**config.mk**
```make
export PLATFORM = sky130hd
export DESIGN_NAME = vga_sram_fetch_scheduler
export DESIGN_NICKNAME = d
export VERILOG_FILES = /design/src/rtl/vga_sram_fetch_scheduler.sv
export SDC_FILE = /design/constraint.sdc
export NUM_CORES = 1
export LEC_CHECK = 0
export ABC_CLOCK_PERIOD_IN_PS = 5000
export CORE_ASPECT_RATIO = 1.4
export CORE_MARGIN = 4
export CORE_UTILIZATION = 60
export CTS_CLUSTER_SIZE = 40
export DETAILED_ROUTE_END_ITERATION = 8
export PLACE_DENSITY = 0.84
export SYNTH_ARGS = -nofsm -noshare
export SYNTH_HDL_FRONTEND = slang
export SYNTH_SLANG_ARGS = --single-unit
```
**constraint.sdc**
```tcl
create_clock -name Clock -period 5 [get_ports Clock]
set_input_delay 1 -clock Clock [delete_from_list [all_inputs] [get_ports Clock]]
set_output_delay 1 -clock Clock [all_outputs]
set_load 0.05 [all_outputs]
```
**src/rtl/vga_sram_fetch_scheduler.sv**
```systemverilog
// rtl/vga_sram_fetch_scheduler.sv - SRAM arbiter between VGA display prefetch FIFO and a writer port
module vga_sram_fetch_scheduler #(
    parameter logic [17:0] FRAME_BASE   = 18'd0,
    parameter logic [17:0] FRAME_WORDS  = 18'd153600,
    parameter int          FIFO_DEPTH   = 8,
    parameter int          LOW_WATER    = 4,
    parameter int          READ_LATENCY = 2
) (
    input  logic        Clock,
    input  logic        Reset,
    input  logic        iFrame_Start,
    input  logic        iPixel_Pop,
    output logic [15:0] oPixel_Data,
    output logic        oPixel_Valid,
    output logic        oUnderflow,
    input  logic        iWr_Req,
    input  logic [17:0] iWr_Address,
    input  logic [15:0] iWr_Data,
    output logic        oWr_Grant,
    output logic [17:0] oSRAM_Address,
    output logic [15:0] oSRAM_Write_Data,
    output logic        oSRAM_We_n,
    input  logic [15:0] iSRAM_Read_Data,
    output logic        oFetch_Busy
);
    localparam int AW = $clog2(FIFO_DEPTH);
    localparam int SW = 8;
    localparam logic [AW:0]   OCC_FULL = (AW+1)'(FIFO_DEPTH);
    localparam logic [SW-1:0] SUM_FULL = SW'(FIFO_DEPTH);
    localparam logic [SW-1:0] SUM_LOW  = SW'(LOW_WATER);

    typedef enum logic [1:0] {S_IDLE, S_FETCH, S_DRAIN} state_t;

    state_t                state_q, state_d;
    logic [17:0]           fetch_addr_q, fetch_addr_d;
    logic [17:0]           fetch_cnt_q, fetch_cnt_d;
    logic [READ_LATENCY:0] tag_q, tag_d;
    logic                  underflow_q, underflow_d;
    logic [15:0]           fifo_mem_q [FIFO_DEPTH];
    logic [AW-1:0]         rd_ptr_q, wr_ptr_q;
    logic [AW:0]           occ_q;

    logic [SW-1:0] in_flight, sum;
    logic          urgent, grant, rd_issue, push, pop;

    always_comb begin
        in_flight = '0;
        for (int i = 0; i <= READ_LATENCY; i++) begin
            in_flight = in_flight + SW'(tag_q[i]);
        end
        sum = SW'(occ_q) + in_flight;
    end

    // A frame restart suppresses reads that cycle but still lets a pending write through.
    always_comb begin
        urgent   = !iFrame_Start && (state_q == S_FETCH) && (sum < SUM_LOW);
        grant    = iWr_Req && !urgent;
        rd_issue = !iFrame_Start && (state_q == S_FETCH)
                   && (urgent || (!iWr_Req && (sum < SUM_FULL)));
        push     = tag_q[READ_LATENCY] && !iFrame_Start;
        pop      = iPixel_Pop && (occ_q != '0) && !iFrame_Start;
    end

    always_comb begin
        state_d      = state_q;
        fetch_addr_d = fetch_addr_q;
        fetch_cnt_d  = fetch_cnt_q;
        tag_d        = {tag_q[READ_LATENCY-1:0], rd_issue};
        underflow_d  = underflow_q | (iPixel_Pop && (occ_q == '0));
        if (iFrame_Start) begin
            state_d      = S_FETCH;
            fetch_addr_d = FRAME_BASE;
            fetch_cnt_d  = '0;
            tag_d        = '0;
        end else begin
            case (state_q)
                S_FETCH: begin
                    if (rd_issue) begin
                        fetch_addr_d = fetch_addr_q + 18'd1;
                        fetch_cnt_d  = fetch_cnt_q + 18'd1;
                        if (fetch_cnt_q == FRAME_WORDS - 18'd1) begin
                            state_d = S_DRAIN;
                        end
                    end
                end
                S_DRAIN: begin
                    if ((in_flight == '0) && (occ_q == '0)) begin
                        state_d = S_IDLE;
                    end
                end
                default: state_d = state_q;
            endcase
        end
    end

    always_ff @(posedge Clock) begin
        if (Reset) begin
            state_q      <= S_IDLE;
            fetch_addr_q <= '0;
            fetch_cnt_q  <= '0;
            tag_q        <= '0;
            underflow_q  <= 1'b0;
        end else begin
            state_q      <= state_d;
            fetch_addr_q <= fetch_addr_d;
            fetch_cnt_q  <= fetch_cnt_d;
            tag_q        <= tag_d;
            underflow_q  <= underflow_d;
        end
    end

    always_ff @(posedge Clock) begin
        if (Reset) begin
            oSRAM_We_n       <= 1'b1;
            oSRAM_Address    <= '0;
            oSRAM_Write_Data <= '0;
        end else if (grant) begin
            oSRAM_We_n       <= 1'b0;
            oSRAM_Address    <= iWr_Address;
            oSRAM_Write_Data <= iWr_Data;
        end else if (rd_issue) begin
            oSRAM_We_n    <= 1'b1;
            oSRAM_Address <= fetch_addr_q;
        end else begin
            oSRAM_We_n <= 1'b1;
        end
    end

    always_ff @(posedge Clock) begin
        if (push) begin
            fifo_mem_q[wr_ptr_q] <= iSRAM_Read_Data;
        end
    end

    always_ff @(posedge Clock) begin
        if (Reset || iFrame_Start) begin
            rd_ptr_q <= '0;
            wr_ptr_q <= '0;
            occ_q    <= '0;
        end else begin
            assert (!(push && !pop && (occ_q == OCC_FULL)));
            if (push) wr_ptr_q <= wr_ptr_q + 1'b1;
            if (pop)  rd_ptr_q <= rd_ptr_q + 1'b1;
            occ_q <= occ_q + (AW+1)'(push) - (AW+1)'(pop);
        end
    end

    assign oWr_Grant    = grant;
    assign oPixel_Valid = (occ_q != '0);
    assign oPixel_Data  = oPixel_Valid ? fifo_mem_q[rd_ptr_q] : 16'd0;
    assign oUnderflow   = underflow_q;
    assign oFetch_Busy  = (state_q != S_IDLE);
endmodule

```
---- Word-level counts from Yosys, hierarchy flattened ----
Memories as Yosys holds them, arrays and structs flattened. A register that Yosys moved wholly into a read port is not among the register bits.
Cells that the tools add are included.
storage, ports and cells
  register bits after elaboration ......... 87
  memory bits (writable) .................. 128
  bits of input ports ..................... 55
  output and inout bits ................... 55
  logic and storage cells ................. 73
  memories kept ........................... 1
cells by class
  add/sub/neg operators ................... 9
  $lt $le $gt $ge ......................... 2
  equality and inequality tests ........... 9
  multiplexer cells ....................... 13
  bitwise logic cells ..................... 1
  reductions and logical operators ........ 26
memory list
  memory      depth  width  rd ports  clocked after Yosys merged registers in  write ports  line  text
  fifo_mem_q  8      16     1         1                                        1            39    logic [15:0] fifo_mem_q [FIFO_DEPTH];
operator list
  kind                                                         count
  adder 18 x 1 -> 18 bit (second input constant)               2
  two-way mux 18 bit                                           2
  == test 18 bit (second input constant)                       1
  two-way mux 16 bit                                           1
  logical AND 1 bit                                            10
  zero test 8 bit                                              1
  AND reduction 4 bit                                          2
  adder 3 x 1 -> 3 bit (second input constant)                 2
  two-way mux 2 bit                                            3
  two-way mux 3 bit                                            2
  != test 3 bit (second input constant)                        2
  nonzero test 2 bit                                           3
  adder 4 x 3 -> 5 bit                                         1
  less-than comparator 5 x 3 -> 1 bit (second input constant)  1
  less-than comparator 5 x 4 -> 1 bit (second input constant)  1
  adder 4 x 1 -> 4 bit                                         1
  zero test 4 bit                                              1
  two-way mux 1 bit                                            4
  != test 2 bit (second input constant)                        2
  one-hot mux 2 bit (2 select lines)                           1
  nonzero test 4 bit                                           1
  subtractor 4 x 1 -> 4 bit                                    1
  adder 2 x 1 -> 3 bit                                         1
  zero test 1 bit                                              3
  other kinds (10)                                             11

---- Depth between registers and ports, before layout ----
Gate-level depths: netlist of run 1.
  depth after elaboration ................. 10
  depth in mapped cells ................... 11
  gate-level depth less buffers ........... 11

---- Least setup slack after synthesis of run 1 ----
No wires, ideal clock.
  path type ............................... register to output
  start ................................... register tag_q[2]
  end ..................................... output oWr_Grant
  arrival time ............................ 2.370 ns
  required time ........................... 4.000 ns
  setup slack ............................. 1.630 ns
  cell stages (with the launch flop) ...... 8
  buffers on the path ..................... 1
  cells stage by stage .................... dfxtp_1 fa_1 ha_1 a31o_2 nand3_1 nand3_1 clkinv_1 clkbuf_1
between the ends
  longest elaborated chain between the ends .. 6
RTL lines
  element                              line  text
  start, declared                      37    logic [READ_LATENCY:0] tag_q, tag_d;
  start signal, assigned               107   tag_q <= tag_d;
  adder 2 x 1 -> 3 bit                 49    in_flight = in_flight + SW'(tag_q[i]);
  adder 4 x 3 -> 5 bit                 51    sum = SW'(occ_q) + in_flight;
  less-than comparator 5 x 3 -> 1 bit  56    urgent = !iFrame_Start && (state_q == S_FETCH) && (sum < SUM_LOW);
  logical AND 1 bit                    56
  zero test 1 bit                      57    grant = iWr_Req && !urgent;
  logical AND 1 bit                    57
  end, declared                        19    output logic oWr_Grant,
Every way passes these cells.

==> summary.txt, run 1 <==
# IOs: 110
final net count: 863
mean area per synthesized cell: 12.90 sq um
critical path peak fanout: 21
share of post-route cells with drive strength above 1: 11.62%
number of synthesized flops with an enable pin: 128
Mapped Cells: 688
Worst EP arrival: 3180 ps
hold_buf cts: 0
FFs w/ async S/R, synth: 0%
cell with the most instances after synthesis: edfxtp_1
internal cell power: 0.003001 W
Total GRT Usage: 24.79%
synth top area cells: edfxtp_1 43%, dfxtp_1 20%, mux4_2 8.1%, nor2_1 3.7%, nand2_1 2.3%
remaining global-route overflow: 0
DRT Pass-1 Iters: 4
total die area: 0.01683 sq mm
Clk pwr share: 42.3%
top_reg_cell synth: edfxtp_1
initial antenna violation count: 0
register area: 0.005647 sq mm
Netlist cell types: 52
Die X: 110.8 microns
Worst-path clk slew: 60 ps
Fmax: 239.4 MHz
Final Cell Area: 0.01087 sq mm
Switching Share: 21.86%
chip height: 151.9 microns
sequential power share: 50.4%
FF+latch count, synth: 218
reg2reg path depth: 7
Max-Slew Margin vs Limit: 24.31%
CTS sink cnt: 218
final setup fails: 0
Num CTS Buffers: 21
Mapped Nets: 756
RSZ-0062 raised after global routing: no
Cell Area, Placed: 0.01017 sq mm
largest area contributor in the netlist: edfxtp_1
Rows: 52
multi-input logic area: 0.003042 sq mm
CP endpoint kind: output pin
Core Footprint: 0.01451 sq mm
Worst Path Required: 4000 ps
Clock Path Buffers: 3
clock root buffer master: clkbuf_16
most instantiated cells after synthesis: 128 x edfxtp_1, 90 x dfxtp_1, 88 x nor2_1
post-CTS resize count: 0
power per cell area: 353.2 mW/mm^2
GPL Wtd Cong: 0.8542
final hold violations: 0
Gate power share: 7.3%
outcome: completed
vias per cell: 6.034
drt wl/cell: 20.90 microns
DRC: 0
Worst Hold Class: reg -> reg
Worst-Skew Late Latency: 490 ps
max_cap viols: 0
Slew Viols, Final: 0
number of diodes: 0
Synth Cell Area: 0.008874 sq mm
Initial Util: 61.16%
final core utilization: 74.95%
detailed-route via count: 6022
Worst Tran Pin Value: 1135 ps
NetSw: 0.0008395 W
DRT iter0 DRCs: 461
H-Tree Depth: 1
Area Growth Syn to Fin: 22.55%
Clock Skew: 10.86 ps
WS Path Type: reg -> out
Lkg Pwr: 3.555 nW
fin crit share: 83.54%
hold-critical path depth: 2
register area share after synthesis: 63.62%
vias in the first global route: 6400
Final Total Pwr: 0.003841 W
Routed Antenna Nets: 0
Total Wirelength: 20860 microns
Setup TNS: 0 ps
fill count: 893
postcts setup bufs: 0
PortBufs: 109
HPWL after detailed placement: 13280 microns
largest net degree at the start of global routing: 46
Min Clock Period, post-route: 4177 ps
CTS tree: yes
Yosys warnings: 0
top-area cell type share of the netlist area: 43.32%
worst vdd ir: 0.2838 mV
Startpoint Class: register
first-pass GRT wire length: 33480 microns
area by class of cell:
cell class / instances / share of cell area (%)
clock buffer: 29 / 5.385
clock inverter: 8 / 1.116
inverter: 15 / 0.5178
multi-input combinational: 417 / 27.97
sequential: 218 / 51.93
tap: 189 / 2.175
timing repair buffer: 122 / 10.91
metrics by stage:
stage               cells  worst slack [ps]  hold slack [ps]
global placement      961              1368            442.4
floorplan             688              1630            443.7
CTS                   998             730.7            467.0
global route          998             575.8            488.3
detailed placement    961              1298            455.9
finish                998             823.2            464.1
flip-flops by register name, indices dropped and copies added (netlist names), named ones only:
| register | cells |
|---|---|
| fifo_mem_q | 128 |
| fetch_addr_q | 18 |
| fetch_cnt_q | 18 |
| oSRAM_Address | 18 |
| oSRAM_Write_Data | 16 |
| occ_q | 4 |
| rd_ptr_q | 3 |
| tag_q | 3 |
| wr_ptr_q | 3 |
| state_q | 2 |
| oSRAM_We_n | 1 |
| oUnderflow | 1 |
path summary, 6_finish.rpt:
check / slack [ps] / end / start
hold / removal: 460 / oSRAM_Write_Data[14] / oSRAM_Write_Data[14]
hold reg to reg: 460 / oSRAM_Write_Data[14] / oSRAM_Write_Data[14]
setup reg to reg: 1820 / oSRAM_Address[2] / tag_q[2]
setup / recovery: 820 / oPixel_Data[13] / register
routing by layer:
metal / part of all wire (%) / track usage, % / wire length, microns
met2: 55 / 46.27 / 11490
met4: 2.5 / 8.509 / 530
met1: 36 / 28.80 / 7554
met3: 6.1 / 3.860 / 1282
met5: 0 / 0 / 0
layout by cell type (no fill, tap or decap), types with 3 or more instances in the layout:
master             n
nand4_1            5
o21ai_0           10
nand2_1           54
or4_1              6
a21oi_1           35
nand3_1           16
and2_1             5
ha_1              11
clkbuf_1           5
buf_4             14
nor2_1            86
clkbuf_8           3
edfxtp_1         128
o211ai_1          10
nor4_1            16
and3_1             3
mux2i_1           20
dfxtp_1           89
nand2b_1           4
clkdlybuf4s50_1  108
a22oi_1            3
nor3_1            19
bufinv_16          3
xor2_1            15
mux4_2            32
o31ai_1            7
or3_1             13
inv_1             14
clkbuf_16         21
o2111ai_1          7
xnor2_1            5
or2_2              3
kinds of logic (layout without fill, tap and decap cells):
| family | Yosys count | count (layout) | synth area share, % |
|---|---|---|---|
| AND/OR/NAND/NOR | 244 | 244 | 13.06 |
| flip-flops | 218 | 218 | 63.62 |
| AO/OA/AOI/OAI | 87 | 87 | 6.444 |
| multiplexers | 53 | 53 | 10.50 |
| buffers and inverters | 53 | 174 | 2.397 |
| XOR/XNOR | 20 | 20 | 1.974 |
| adder cells (fa/ha/maj) | 13 | 13 | 2.002 |
power groups by stage:
| stage | registers, W | logic, W | clock network [W] |
|---|---|---|---|
| 6_report | 0.00194 | 0.000279 | 0.00163 |
| 5_1_grt | 0.00194 | 0.000297 | 0.00173 |
| 4_1_cts | 0.00194 | 0.000280 | 0.00165 |
| 3_5_place_dp | 0.00197 | 0.000278 | 0 |
| 3_3_place_gp | 0.00197 | 0.000270 | 0 |
| 2_1_floorplan | 0.00205 | 0.0000784 | 0 |
worst max-delay path, cell delays in order, from the launching register on:
cell and delay, ps:
dfxtp_2 820, buf_4 400, mux4_2 540, mux2i_1 160, nor2_1 70, clkdlybuf4s50_1 710
Note: power is estimated with default switching activity, not from simulation.
==> run 2, diff against run 1 <==
--- a/config.mk
+++ b/config.mk
@@ -5,13 +5,13 @@
 export SDC_FILE = /design/constraint.sdc
 export NUM_CORES = 1
 export LEC_CHECK = 0
-export ABC_CLOCK_PERIOD_IN_PS = 5000
+export ABC_CLOCK_PERIOD_IN_PS = 3600
 export CORE_ASPECT_RATIO = 1.4
 export CORE_MARGIN = 4
-export CORE_UTILIZATION = 60
+export CORE_UTILIZATION = 50
 export CTS_CLUSTER_SIZE = 40
 export DETAILED_ROUTE_END_ITERATION = 8
-export PLACE_DENSITY = 0.84
+export PLACE_DENSITY = 0.75
 export SYNTH_ARGS = -nofsm -noshare
 export SYNTH_HDL_FRONTEND = slang
 export SYNTH_SLANG_ARGS = --single-unit
==> constraint.sdc (replaced) <==
create_clock -name Clock -period 3.6 [get_ports Clock]
set_input_delay 0.72 -clock Clock [delete_from_list [all_inputs] [get_ports Clock]]
set_output_delay 0.72 -clock Clock [all_outputs]
set_load 0.05 [all_outputs]
==> run 2 against run 1 <==
Net effect:
- global-route usage shrank 4.7 points
- utilization shrank 12 points
- flip-flop and latch count unchanged
- register-to-register slack lost 1200 ps
- critical path type unchanged
- critical endpoint is now oPixel_Data[2]
- largest power group unchanged
==> summary.txt, run 2 (same netlist as run 1, synthesis figures left out) <==
Total Wirelength: 20010 microns
Rows: 57
HPWL after detailed placement: 13320 microns
final net count: 871
PortBufs: 109
postcts setup bufs: 0
Worst Hold Class: reg -> reg
CTS sink cnt: 218
Final Total Pwr: 0.005345 W
Routed Antenna Nets: 0
Slew Viols, Final: 0
Total GRT Usage: 20.09%
initial antenna violation count: 0
DRC: 0
final hold violations: 0
commonest cells after routing, fill and taps aside: 128 x edfxtp_1, 108 x clkdlybuf4s50_1, 89 x dfxtp_1
worst vdd ir: 0.3358 mV
Clock Path Buffers: 3
Lkg Pwr: 3.621 nW
number of diodes: 0
power per cell area: 484.8 mW/mm^2
chip height: 165.6 microns
outcome: completed
total die area: 0.01997 sq mm
# IOs: 110
Worst Tran Pin Value: 785.0 ps
share of post-route cells with drive strength above 1: 12.59%
CP delay by family, top: buffers and inverters
vias per cell: 5.633
max FFs per register: 128
CP peak stage delay: 830 ps
Num CTS Buffers: 21
first-pass GRT wire length: 32500 microns
fill count: 1333
final setup fails: 0
Biggest register: fifo_mem_q
Clock Skew: 16.77 ps
Die X: 120.6 microns
CTS tree: yes
detailed-route via count: 5937
remaining global-route overflow: 0
H-Tree Depth: 1
Min Clock Period, post-route: 3403 ps
Worst Path Required: 2880 ps
Initial Util: 50.99%
Area Growth Syn to Fin: 24.24%
clock root buffer master: clkbuf_16
CP endpoint kind: output pin
critical path peak fanout: 19
GPL Wtd Cong: 0.7994
drt wl/cell: 18.99 microns
vias in the first global route: 6182
Worst-path clk slew: 60 ps
Buf/Inv on CP: 3
fin crit share: 94.52%
Core Footprint: 0.01740 sq mm
Worst EP arrival: 2680 ps
crit path max-delay cell type: clkdlybuf4s50_1
worst-path cell chain: inv_1, ha_1, nor3b_2, buf_4, nor2_1, clkdlybuf4s50_1
RSZ-0062 raised after global routing: no
Fmax: 293.9 MHz
WS Path Type: reg -> out
DRT iter0 DRCs: 455
Setup TNS: 0 ps
largest net degree at the start of global routing: 36
max_cap viols: 0
commonest non-fill, non-tap cell in the layout: edfxtp_1
Max-Slew Margin vs Limit: 47.47%
Worst-Skew Late Latency: 510 ps
DRT Pass-1 Iters: 6
Startpoint Class: register
run 2: cell count changes in the layout (fill, tap and decap cells not counted), sizes merged:
cell      change
clkinv        +3
clkinvlp      -1
inv           +1
bufinv        -1
buf           +8
clkbuf        -1
run 2: repair_timing:
action	4_1_cts	5_1_grt
resized for setup	0	1
hold buffers	0	0
setup endpoints to repair	0	10
run 2: worst paths after layout:
| kind | start | end | slack [ps] | depth (start not counted) |
|---|---|---|---|---|
| setup / recovery | occ_q[2] | oPixel_Data[2] | 200 | 6 |
| hold / removal | oSRAM_Write_Data[7] | oSRAM_Write_Data[7] | 450 | 2 |
| setup reg to reg | tag_q[2] | oSRAM_Address[2] | 660 | 8 |
| hold reg to reg | oSRAM_Write_Data[7] | oSRAM_Write_Data[7] | 450 | 2 |
run 2: power by group:
| part | total, W | switching [W] | leakage, nW | internal (W) |
|---|---|---|---|---|
| Combinational | 0.000390 | 0.000244 | 1.38 | 0.000146 |
| Sequential | 0.00269 | 0.0000198 | 1.88 | 0.00267 |
| Clock | 0.00227 | 0.000936 | 0.355 | 0.00133 |
| Total | 0.00534 | 0.00120 | 3.62 | 0.00415 |
run 2: cell type report:
class	count	area [sq um]	share of cell area (%)
clock buffer	28	601.8	5.459
clock inverter	10	120.1	1.090
inverter	15	56.30	0.5107
multi-input combinational	417	3030	27.49
sequential	218	5649	51.24
tap	236	295.3	2.678
timing repair buffer	130	1271	11.53
run 2: worst reg2reg max path: stages (launching register included):
cell and delay [ps]:
dfxtp_1 380, fa_1 450, ha_1 330, nand3_1 100
mux2_2 490, o21ai_2 420, buf_4 330, nor2_1 70
nor4_1 270
run 2: layer usage:
layer,up-vias,GRT usage (%),part of all wire [%]
met5,-,0,0
met1,2941,23.81,38
met4,0,6.460,2.8
met3,39,3.070,4.8
li1,2792,-,-
met2,165,36.97,55
run 2: through the flow:
stage / instances / cell area, sq um / worst slack [ps] / hold slack [ps] / util, %
after floorplan: 688 / 8874 / 510.2 / 443.7 / -
after global placement: 1016 / 10300 / 538.0 / 442.8 / 59.19
after detailed placement: 1016 / 10300 / 459.1 / 447.5 / 59.19
after CTS: 1054 / 11020 / 36.85 / 456.4 / 63.34
after global routing: 1054 / 11020 / 72.58 / 481.8 / 63.35
final: 1054 / 11020 / 197.2 / 454.1 / 63.35
==> run 3, diff against run 2 <==
--- a/config.mk
+++ b/config.mk
@@ -6,12 +6,13 @@
 export NUM_CORES = 1
 export LEC_CHECK = 0
 export ABC_CLOCK_PERIOD_IN_PS = 3600
+export CAP_MARGIN = 10
 export CORE_ASPECT_RATIO = 1.4
 export CORE_MARGIN = 4
-export CORE_UTILIZATION = 50
+export CORE_UTILIZATION = 38
 export CTS_CLUSTER_SIZE = 40
 export DETAILED_ROUTE_END_ITERATION = 8
-export PLACE_DENSITY = 0.75
+export PLACE_DENSITY = 0.59
 export SYNTH_ARGS = -nofsm -noshare
 export SYNTH_HDL_FRONTEND = slang
 export SYNTH_SLANG_ARGS = --single-unit
==> run 3 against run 2 <==
Net effect:
- first-iteration DRC count fell by 28%
- sequential power barely moved
- cell count rose by 6.5%
- via count fell by 0.12%
- critical path depth fell by 1
- total power rose by 0.73%
- clock power barely moved
- maximum frequency fell by 1.5%
- hold slack barely moved
- register-to-register slack got worse by 70 ps
- non-clock buffer count rose by 1
- largest power group unchanged
==> summary.txt, run 3 (same netlist as run 1, synthesis figures left out) <==
outcome: completed
Total GRT Usage: 15.60%
commonest non-fill, non-tap cell in the layout: edfxtp_1
number of diodes: 0
PortBufs: 109
DRT Pass-1 Iters: 4
CTS tree: yes
final net count: 873
Initial Util: 38.97%
commonest cells after routing, fill and taps aside: 128 x edfxtp_1, 97 x clkdlybuf4s50_1, 89 x dfxtp_1
CP delay by family, top: buffers and inverters
Biggest register: fifo_mem_q
Clock Path Buffers: 3
Routed Antenna Nets: 0
Startpoint Class: register
HP Start: oSRAM_Write_Data[6]
critical path peak fanout: 9
chip height: 188.8 microns
final setup fails: 0
# IOs: 110
Worst Hold Class: reg -> reg
worst vdd ir: 0.3061 mV
hold_buf cts: 0
Setup TNS: 0 ps
fin crit share: 95.94%
Area Growth Syn to Fin: 25.41%
first-pass GRT wire length: 32380 microns
non-filler instance count after layout: 1122
Worst-Skew Late Latency: 490 ps
total die area: 0.02590 sq mm
HPWL after detailed placement: 13270 microns
WS Path Type: reg -> out
placed cells: 1082
CP endpoint kind: output pin
detailed-route via count: 5930
H-Tree Depth: 1
Worst Path Required: 2880 ps
max_cap viols: 0
remaining global-route overflow: 0
reg2reg start: tag_q[2]
vias in the first global route: 6152
initial antenna violation count: 0
Worst Tran Pin Value: 764.7 ps
Clock Skew: 7.576 ps
Fmax: 289.5 MHz
worst-path cell chain: buf_4, mux4_2, mux2i_1, nor2_1, clkdlybuf4s50_1
GPL Wtd Cong: 0.8157
max FFs per register: 128
Slew Viols, Final: 0
Buf/Inv on CP: 2
post-CTS resize count: 0
Final Total Pwr: 0.005383 W
Lkg Pwr: 3.769 nW
clock root buffer master: clkbuf_16
drt wl/cell: 17.97 microns
Core Footprint: 0.02277 sq mm
CP peak stage delay: 700 ps
power per cell area: 483.8 mW/mm^2
final hold violations: 0
Min Clock Period, post-route: 3454 ps
Total Wirelength: 20170 microns
Worst EP arrival: 2730 ps
largest net degree at the start of global routing: 36
Die X: 137.2 microns
DRT iter0 DRCs: 327
Worst-path clk slew: 60 ps
DRC: 0
Max-Slew Margin vs Limit: 48.83%
postcts setup bufs: 0
Num CTS Buffers: 22
CTS sink cnt: 218
Rows: 65
Fin Hold WS: 454.3 ps
vias per cell: 5.285
crit path max-delay cell type: clkdlybuf4s50_1
share of post-route cells with drive strength above 1: 12.91%
-- run 3: cell types whose count changed in the layout (fill, tap and decap cells not counted), sizes merged --
cell,change
inv,-1
dlymetal6s2s,+7
bufinv,-1
clkdlybuf4s50,-11
clkinv,-2
clkinvlp,+1
buf,+5
clkbuf,+5
-- run 3: final timing paths --
path	end	slack, ps	depth (start not counted)
setup / recovery	oPixel_Data[7]	150	5
hold / removal	oSRAM_Write_Data[6]	450	2
setup reg to reg	oSRAM_Address[6]	590	8
hold reg to reg	oSRAM_Write_Data[6]	450	2
-- run 3: where the power goes --
part / switching [W] / leakage (nW) / internal [W]
combinational: 0.000244 / 1.52 / 0.000147
sequential: 0.0000195 / 1.88 / 0.00267
clock: 0.000915 / 0.361 / 0.00139
-- run 3: routing by layer --
metal  global-route usage [%]  up-vias  share of wire [%]
met3                    2.457       38                3.5
met2                    27.82      115                 52
met4                    4.647        0                2.7
met1                    19.24     2972                 41
li1                         -     2805                  -
met5                        0        -                  0
-- run 3: cell type report --
type / count / area (sq um)
clock buffer: 33 / 685.7
inverter: 15 / 56.30
multi-input combinational: 417 / 3030
fill: 2017 / 11640
sequential: 218 / 5647
tap: 301 / 376.6
timing repair buffer: 131 / 1274
clock inverter: 7 / 58.81
-- run 3: worst register-to-register path: stages (launching register included) --
cell and delay (ps):
dfxtp_1 380, fa_1 450, ha_1 330, nand3_1 110, mux2_2 480, o21ai_2 460, buf_4 330, nor2_1 80
nor4_1 270
-- run 3: through the flow --
stage | setup slack, ps | instance area [sq um] | utilization, %
5_1_grt | -11.83 | 11130 | 48.87
3_5_place_dp | 455.5 | 10370 | 45.52
2_1_floorplan | 510.2 | 8874 | -
3_3_place_gp | 477.8 | 10370 | 45.52
4_1_cts | 35.21 | 11110 | 48.79
6_report | 146.1 | 11130 | 48.87
